[src/rtl/control_sequencer.sv]
// control_sequencer
// Fetch/decode/execute controller for the 4-bit accumulator datapath.
// It fetches 1- or 2-byte instructions from an asynchronous program ROM,
// drives the datapath enables and ALU function code during EXEC, holds the
// registered {C,Z} flags and resolves conditional jumps against them.
module control_sequencer (
    input  logic        clk,
    input  logic        reset,
    input  logic        run,
    input  logic [7:0]  program_byte,
    input  logic        c_in,
    input  logic        z_in,
    output logic [11:0] pc,
    output logic [3:0]  instr,
    output logic [3:0]  oprnd,
    output logic        phase,
    output logic [1:0]  flags,
    output logic        enBuff1,
    output logic        enBuff2,
    output logic        enAccu,
    output logic [2:0]  F,
    output logic        halted
);

    // Sequencer states
    localparam logic [1:0] ST_FETCH      = 2'd0;
    localparam logic [1:0] ST_FETCH_ADDR = 2'd1;
    localparam logic [1:0] ST_EXEC       = 2'd2;
    localparam logic [1:0] ST_HALT       = 2'd3;

    // Opcodes
    localparam logic [3:0] OP_NOP   = 4'h0;
    localparam logic [3:0] OP_LIT   = 4'h1;
    localparam logic [3:0] OP_ADDI  = 4'h2;
    localparam logic [3:0] OP_SUBI  = 4'h3;
    localparam logic [3:0] OP_NANDI = 4'h4;
    localparam logic [3:0] OP_CMPI  = 4'h5;
    localparam logic [3:0] OP_OUT   = 4'h6;
    localparam logic [3:0] OP_JMP   = 4'h8;
    localparam logic [3:0] OP_JC    = 4'h9;
    localparam logic [3:0] OP_JNC   = 4'hA;
    localparam logic [3:0] OP_JZ    = 4'hB;
    localparam logic [3:0] OP_JNZ   = 4'hC;
    localparam logic [3:0] OP_HLT   = 4'hF;

    // ALU function codes
    localparam logic [2:0] ALU_PASS_A = 3'b000;
    localparam logic [2:0] ALU_SUB    = 3'b001;
    localparam logic [2:0] ALU_PASS_B = 3'b010;
    localparam logic [2:0] ALU_ADD    = 3'b011;
    localparam logic [2:0] ALU_NAND   = 3'b100;

    // Control word {enBuff1, enBuff2, enAccu, F[2:0]} for an opcode in EXEC.
    function automatic logic [5:0] decode_ctrl(input logic [3:0] op);
        logic [5:0] w;
        case (op)
            OP_LIT:   w = {1'b1, 1'b0, 1'b1, ALU_PASS_B};
            OP_ADDI:  w = {1'b1, 1'b0, 1'b1, ALU_ADD};
            OP_SUBI:  w = {1'b1, 1'b0, 1'b1, ALU_SUB};
            OP_NANDI: w = {1'b1, 1'b0, 1'b1, ALU_NAND};
            OP_CMPI:  w = {1'b1, 1'b0, 1'b0, ALU_SUB};
            OP_OUT:   w = {1'b0, 1'b1, 1'b0, ALU_PASS_A};
            default:  w = {1'b0, 1'b0, 1'b0, ALU_PASS_A};
        endcase
        return w;
    endfunction

    // Two-byte instructions carry the low address byte after the opcode byte.
    function automatic logic is_jump(input logic [3:0] op);
        logic j;
        case (op)
            OP_JMP, OP_JC, OP_JNC, OP_JZ, OP_JNZ: j = 1'b1;
            default:                              j = 1'b0;
        endcase
        return j;
    endfunction

    // Only the ALU-writing immediates latch the datapath flags.
    function automatic logic updates_flags(input logic [3:0] op);
        logic u;
        case (op)
            OP_LIT, OP_ADDI, OP_SUBI, OP_NANDI, OP_CMPI: u = 1'b1;
            default:                                     u = 1'b0;
        endcase
        return u;
    endfunction

    // Branch resolution against the registered {C,Z} flags.
    function automatic logic jump_taken(input logic [3:0] op, input logic [1:0] fl);
        logic t;
        case (op)
            OP_JMP:  t = 1'b1;
            OP_JC:   t = fl[1];
            OP_JNC:  t = ~fl[1];
            OP_JZ:   t = fl[0];
            OP_JNZ:  t = ~fl[0];
            default: t = 1'b0;
        endcase
        return t;
    endfunction

    logic [1:0]  state_r, state_s;
    logic [11:0] pc_r, pc_s;
    logic [3:0]  instr_r, instr_s;
    logic [3:0]  oprnd_r, oprnd_s;
    logic [7:0]  addr_lo_r, addr_lo_s;
    logic [1:0]  flags_r, flags_s;
    logic        phase_r;
    logic        halted_r;
    logic [5:0]  ctrl_s;

    // Next-state and datapath-register update logic; run=0 holds everything.
    always_comb begin
        state_s   = state_r;
        pc_s      = pc_r;
        instr_s   = instr_r;
        oprnd_s   = oprnd_r;
        addr_lo_s = addr_lo_r;
        flags_s   = flags_r;
        if (state_r == ST_HALT) begin
            state_s = ST_HALT;
        end else if (run) begin
            case (state_r)
                ST_FETCH: begin
                    instr_s = program_byte[7:4];
                    oprnd_s = program_byte[3:0];
                    pc_s    = pc_r + 12'd1;
                    if (is_jump(program_byte[7:4])) begin
                        state_s = ST_FETCH_ADDR;
                    end else begin
                        state_s = ST_EXEC;
                    end
                end
                ST_FETCH_ADDR: begin
                    addr_lo_s = program_byte;
                    pc_s      = pc_r + 12'd1;
                    state_s   = ST_EXEC;
                end
                ST_EXEC: begin
                    if (instr_r == OP_HLT) begin
                        state_s = ST_HALT;
                    end else begin
                        state_s = ST_FETCH;
                    end
                    if (is_jump(instr_r) && jump_taken(instr_r, flags_r)) begin
                        pc_s = {oprnd_r, addr_lo_r};
                    end else begin
                        pc_s = pc_r;
                    end
                    if (updates_flags(instr_r)) begin
                        flags_s = {c_in, z_in};
                    end else begin
                        flags_s = flags_r;
                    end
                end
                default: begin
                    state_s = ST_FETCH;
                end
            endcase
        end else begin
            state_s = state_r;
        end
    end

    // State registers with synchronous reset taking priority over run and HALT.
    always_ff @(posedge clk) begin
        if (reset) begin
            state_r   <= ST_FETCH;
            pc_r      <= 12'h000;
            instr_r   <= 4'h0;
            oprnd_r   <= 4'h0;
            addr_lo_r <= 8'h00;
            flags_r   <= 2'b00;
            phase_r   <= 1'b0;
            halted_r  <= 1'b0;
        end else begin
            state_r   <= state_s;
            pc_r      <= pc_s;
            instr_r   <= instr_s;
            oprnd_r   <= oprnd_s;
            addr_lo_r <= addr_lo_s;
            flags_r   <= flags_s;
            phase_r   <= (state_s == ST_EXEC);
            halted_r  <= (state_s == ST_HALT);
        end
    end

    // Datapath controls: live only in EXEC while running and not being reset,
    // so a stalled or aborted instruction never loads the accumulator.
    always_comb begin
        if (run && !reset && (state_r == ST_EXEC)) begin
            ctrl_s = decode_ctrl(instr_r);
        end else begin
            ctrl_s = 6'b000000;
        end
    end

    assign pc     = pc_r;
    assign instr  = instr_r;
    assign oprnd  = oprnd_r;
    assign flags  = flags_r;
    assign phase  = phase_r;
    assign halted = halted_r;
    assign {enBuff1, enBuff2, enAccu, F} = ctrl_s;

endmodule

[config.mk]
export PLATFORM = sky130hd
export DESIGN_NAME = control_sequencer
export DESIGN_NICKNAME = d
export VERILOG_FILES = /design/src/rtl/control_sequencer.sv
export SDC_FILE = /design/constraint.sdc
export NUM_CORES = 1
export LEC_CHECK = 0
export ABC_AREA = 1
export ABC_CLOCK_PERIOD_IN_PS = 1200
export CAP_MARGIN = 40
export CORE_ASPECT_RATIO = 0.7
export CORE_MARGIN = 2
export CORE_UTILIZATION = 44
export DETAILED_ROUTE_END_ITERATION = 8
export HOLD_SLACK_MARGIN = 0.06
export PLACE_DENSITY = 0.76
export SYNTH_ARGS = -nofsm -noshare
export SYNTH_HDL_FRONTEND = slang
export SYNTH_SLANG_ARGS = --single-unit
export TNS_END_PERCENT = 5
[constraint.sdc]
create_clock -name clk -period 1.2 [get_ports clk]
set_input_delay 0.24 -clock clk [delete_from_list [all_inputs] [get_ports clk]]
set_output_delay 0.24 -clock clk [all_outputs]
set_load 0.005 [all_outputs]
==> impl_metrics.tcl, run 1 <==
set metrics [dict create \
    status "complete, but fails checks" \
    violations "negative setup slack" \
    core_um2 3875 \
    synth_edf_count 0 \
    grt_usage_pct 26.95 \
    vias 2162 \
    final_antenna_net_count 0 \
    clockBufferDepth 2 \
    clockRootBuffer "clkbuf_8" \
    synth_flop_cell "dfxtp_1" \
    clock_sinks 34 \
    p_per_area_nw_per_um2 1034 \
    p_leak_nw 1.309 \
    grt_pass1_wl_mm 9.542 \
    startpoint "instr[2]" \
    dr.pass1.iters 4 \
    antenna_cells 0 \
    pre_cts_ws_ps -671.7 \
    synth_most_common_cell "nand2_1" \
    slew_viol_final 0 \
    timing.fmax_ghz 0.6324 \
    startpoint_type "flop" \
    ys_top_cells_by_count "nand2_1, dfxtp_1, nor2_1, o21ai_0, nand3_1" \
    wire_per_inst_um 14.17 \
    crit_type "flop to output port" \
    finalHoldViolations 0 \
    rsz0062_at_grt "true" \
    crit_arrival_ps 1340 \
    hpwlAfterDp_mm 3.872 \
    worst_skew_pair.late_latency_ps 290 \
    setup_viol 30 \
    syn-cell-area_um2 1763 \
    ir_worst_vdd_uv 896.0 \
    drive_gt1_share_pct 38.04 \
    r2r_start "instr[2]" \
    cpPeakStageDelay_ps 350 \
    crit_fanout 4 \
    yosys-top-cells-area "dfxtp_1, nand2_1, o21ai_0" \
    num_io_pins 43 \
    grt_pass1_vias 1994 \
    synth_top_area_cell "dfxtp_1" \
    wirelength_mm 5.950 \
    numCtsBuffers 5 \
    hold_path.class "flop to flop" \
    setup_ws_ps -381.3 \
    h-tree-depth 2 \
    worstPathCellList "inv_2 > nor2_4 > buf_4 > nand2_4 > a31oi_4 > buf_2" \
    worstHoldStart "addr_lo_r[5]" \
    finClkSkew_ps 7.647 \
    dieArea_um2 4537 \
    ys_types 27 \
    grt_overflow 0 \
    synth_seq_area_share_pct 38.61 \
    yosysWarnings 0 \
    crit_buf_inv 3 \
    grt_max_degree 21 \
    synth_nets 283 \
    cp_data_required_time_ps 960 \
    place_congestion 0.8024 \
    num-nets-final 381 \
    clkTransAtPathRegs_ps 70 \
    worst_setup_path_end_kind "output port" \
    port_buffers 42 \
    drc_errors 0 \
    start_util_pct 45.50 \
    syn_avg_cell_area_um2 6.554 \
    setup_tns_ps -5769 \
    vias_per_cell 5.148 \
    die_w_um 79.66 \
    p_total_w 0.003013 \
    drt_iter0_markers 160 \
    slew_headroom_pct 77.55 \
    synth_top_area_share_pct 38.61 \
    fin_crit_sh_pct 131.8 \
    area_growth_pct 65.22 \
    slowest_stage "dfxtp_2" \
    synth_cells 269 \
    worst_pin_slew_ps 335.5 \
    synthArstFlopShare_pct 0 \
    critPathTopFamily "flip-flops" \
    maxCapViolations 0 \
    antenna_found_initial 0 \
    post-route-min-period_ps 1581 \
    ys_ff_latch 34 \
    tritoncts "done" \
    placement_rows 19 \
    die_y_um 56.96 \
]
## worst paths after layout
path	end	slack, ps	cells past startpoint
setup / recovery	enBuff1	-380	6
hold / removal	addr_lo_r[5]	460	2
setup reg to reg	pc[4]	-300	9
hold reg to reg	addr_lo_r[5]	460	2
## cells by family after synthesis
group	after synthesis	share of synthesized area, %
DFF	34	38.61
AOI/OAI and AO/OA	62	18.24
adders and majority gates	1	0.7096
and+or+nand+nor	134	32.86
buffers and inverters	38	9.581
## tightest hold or removal path: stages (launching register included)
cell	delay [ps]
dfxtp_1	300
inv_1	60
a21oi_1	60
## metrics by stage
step / util, % / hold slack (ps) / cells / cell area, um^2
floorplan: - / 309.1 / 269 / 1824
global placement: 67.48 / 433.8 / 401 / 2615
detailed placement: 67.48 / 445.2 / 401 / 2615
CTS: 74.17 / 454.9 / 419 / 2874
global route: 75.17 / 489.7 / 420 / 2913
finish: 75.17 / 459.2 / 420 / 2913
## cell usage in the layout (no fill, tap or decap), drive strengths merged
| master | netlist | routed |
|---|---|---|
| a21oi | 27 | 27 |
| a31oi | 1 | 1 |
| buf | 7 | 67 |
| clkbuf | 2 | 9 |
| clkdlybuf4s15 | 0 | 1 |
| clkdlybuf4s50 | 0 | 11 |
| clkinv | 1 | 2 |
| dfxtp | 34 | 34 |
| dlygate4sd2 | 0 | 19 |
| ha | 1 | 1 |
| inv | 28 | 28 |
| nand2 | 63 | 63 |
| nand3 | 29 | 29 |
| nand4 | 2 | 2 |
| nor2 | 34 | 34 |
| nor3 | 4 | 4 |
| o211ai | 1 | 1 |
| o21ai | 31 | 31 |
| o21bai | 1 | 1 |
| o22ai | 1 | 1 |
| or2 | 2 | 2 |
## cell type report
class | instances | area, um^2
multi-input cells | 197 | 1079
fillers | 294 | 962.2
repair buffers | 100 | 834.6
flip-flops and latches | 34 | 728.2
inverters | 29 | 115.1
clock buffers | 7 | 86.33
well taps | 52 | 65.06
clock inverters | 1 | 5.005
## flip-flops by register name, indices dropped and copies added, names as in the netlist
name / count
pc: 12
state_r: 2
addr_lo_r: 8
halted: 1
phase: 1
oprnd: 4
instr: 4
flags: 2
## report_power, final
group	leakage, nW	total, W	switching [W]	internal, W
Clock	0.0482	0.000904	0.000441	0.000463
Sequential	0.289	0.00128	0.0000749	0.00120
Combinational	0.972	0.000832	0.000419	0.000412
Total	1.31	0.00301	0.000935	0.00208
## routing by layer
metal  global-route usage [%]  share of wire (%)  vias to the layer above
met4                    7.882                1.1                        0
met2                    42.74                 47                       73
li1                         -                  -                     1080
met1                    37.45                 46                     1000
met5                        0                  0                        -
met3                    5.538                6.3                        9
## timing repair
action,4_1_cts,5_1_grt
buffers inserted,10,1
endpoints found under the hold margin,0,0
setup endpoints to repair,62,44
pin swaps,8,3
hold buffers,0,0
gates resized for setup,119,19
Power figures use the tool's default switching activity.
==> run 2, diff against run 1 <==
Settings changed: REMOVE_ABC_BUFFERS set to 1.
==> run 2 against run 1 <==
Against the previous run: the flow still finishes with violations (negative setup slack); non-clock buffer count is 1 higher; first-iteration DRC count is 20% lower; fmax is 4.1% higher; cell count is 0.24% higher; routed wire length is 0.30% lower; clock skew is 4.8 ps lower.
==> impl_metrics.tcl, run 2 (synthesized netlist as in run 1, its figures left out) <==
set metrics [dict create \
    r2r_slack_ps -230 \
    setup_viol 25 \
    numCtsBuffers 5 \
    core_um2 3875 \
    grt_pass1_wl_mm 9.315 \
    p_comb_share_pct 26.2 \
    antenna_cells 0 \
    crit_path_frequent_cell "inv_2" \
    clockBufferDepth 2 \
    tritoncts "done" \
    slowest_stage "dfxtp_2" \
    p_leak_nw 1.289 \
    antenna_found_initial 0 \
    r2r_start "state_r[1]" \
    vias_per_cell 5.216 \
    die_y_um 56.96 \
    layout_commonest_cell "buf_4" \
    final_core_util_pct 73.07 \
    rsz0062_at_grt "true" \
    start_util_pct 45.50 \
    p_per_area_nw_per_um2 1037 \
    numPlacedInstances 403 \
    clkTransAtPathRegs_ps 70 \
    fin_crit_sh_pct 126.6 \
    hold_depth 2 \
    power.net_switching_w 0.0008951 \
    hpwlAfterDp_mm 3.894 \
    cp_data_required_time_ps 960 \
    worst_setup_path_end_kind "output port" \
    clock_sinks 34 \
    min_to "addr_lo_r[6]" \
    hold_path.class "flop to flop" \
    worstHoldStart "addr_lo_r[6]" \
    h-tree-depth 2 \
    crit_type "flop to output port" \
    worst_skew_pair.late_latency_ps 290 \
    rr_endpoint "phase" \
    power.internal_w 0.002041 \
    area_growth_pct 60.61 \
    setup_ws_ps -319.7 \
    finalHoldViolations 0 \
    fillers 315 \
    worstPathCellList "inv_2 > nor2_4 > nand2_2 > inv_2 > nand2_4 > a31oi_1 > buf_2" \
    timing.fmax_ghz 0.6580 \
    drt_iter0_markers 128 \
    grt_max_degree 21 \
    grt_pass1_vias 1999 \
    drc_errors 0 \
    dr.pass1.iters 4 \
    rr_worst_depth 11 \
    wirelength_mm 5.932 \
    placement_rows 19 \
    maxCapViolations 0 \
    p_seq_share_pct 43.4 \
    final_cells 421 \
    clock_power_share_pct 30.5 \
    num-nets-final 382 \
    cts_hold_buf 0 \
    port_buffers 42 \
    final_antenna_net_count 0 \
    multiInputGateArea_um2 1028 \
    largest_reg_flops 12 \
    slew_viol_final 0 \
    wire_per_inst_um 14.09 \
    drive_gt1_share_pct 37.94 \
    switching_share_pct 30.48 \
    post-route-min-period_ps 1520 \
    place_congestion 0.8421 \
    grt_overflow 0 \
    vias 2196 \
    cpPeakStageDelay_ps 340 \
    seqCellArea_um2 718.2 \
    hold_ws_ps 455.6 \
    clockRootBuffer "clkbuf_8" \
    status "complete, but fails checks" \
    ir_worst_vdd_uv 918.6 \
    violations "negative setup slack" \
    crit_arrival_ps 1280 \
    crit_fanout 6 \
    slew_headroom_pct 80.40 \
    grt_usage_pct 26.53 \
    startpoint_type "flop" \
    die_w_um 79.66 \
    final_cell_mix "buf_4, nand2_1, nor2_1" \
    dieArea_um2 4537 \
    worst_pin_slew_ps 293.0 \
    num_io_pins 43 \
    finClkSkew_ps 2.876 \
]
run 2: power by group through the flow:
stage	Clock, W	Combinational (W)	Sequential, W
2_1_floorplan	0	0.000262	0.00129
3_3_place_gp	0	0.000660	0.00128
3_5_place_dp	0	0.000675	0.00128
4_1_cts	0.000902	0.000711	0.00126
5_1_grt	0.000946	0.000835	0.00128
6_report	0.000895	0.000768	0.00127
run 2: metrics by stage:
step / setup TNS [ps] / area (um^2) / total power, W / setup WS (ps)
3_3_place_gp: -15230 / 2569 / 0.001938 / -700.1
5_1_grt: -6833 / 2831 / 0.003063 / -367.7
3_5_place_dp: -16620 / 2569 / 0.001954 / -742.8
6_report: -4726 / 2831 / 0.002936 / -319.7
4_1_cts: -4392 / 2758 / 0.002875 / -306.1
2_1_floorplan: -1876 / 1703 / 0.001549 / -142.2
run 2: worst max-delay path: cells and delay by family (launching register included):
family,cells,cell delay [ps]
flops,1,340
simple gates,3,250
buf+inv,3,260
compound gates,1,140
run 2: worst max-delay path by stage:
stage          startpoint  endpoint  slack [ps]
6_report       state_r[1]   enBuff1        -320
5_1_grt        state_r[1]   enBuff1        -370
4_1_cts        state_r[1]   enBuff1        -310
3_5_place_dp          run      F[1]        -740
3_3_place_gp          run   enBuff1        -700
2_1_floorplan  state_r[1]      F[1]        -140
run 2: layout make-up:
class | count | share of cell area (%)
Multi-Input combinational cell | 197 | 36.32
Timing Repair Buffer | 101 | 28.68
Sequential cell | 34 | 25.36
Inverter | 29 | 4.110
Clock buffer | 7 | 3.049
Tap cell | 52 | 2.298
Clock inverter | 1 | 0.1768
run 2: timing repair:
item,in CTS,in global routing
cloned,0,0
setup endpoints to repair,59,43
buffers inserted,8,2
gates resized for setup,110,30
pin swaps,6,7
run 2: metal layers:
metal	wire [um]	global-route usage (%)	vias to the layer above
met5	0	0	-
met4	112	8.867	0
met3	396	6.646	12
met2	2743	41.18	88
met1	2679	36.38	1010
li1	-	-	1086
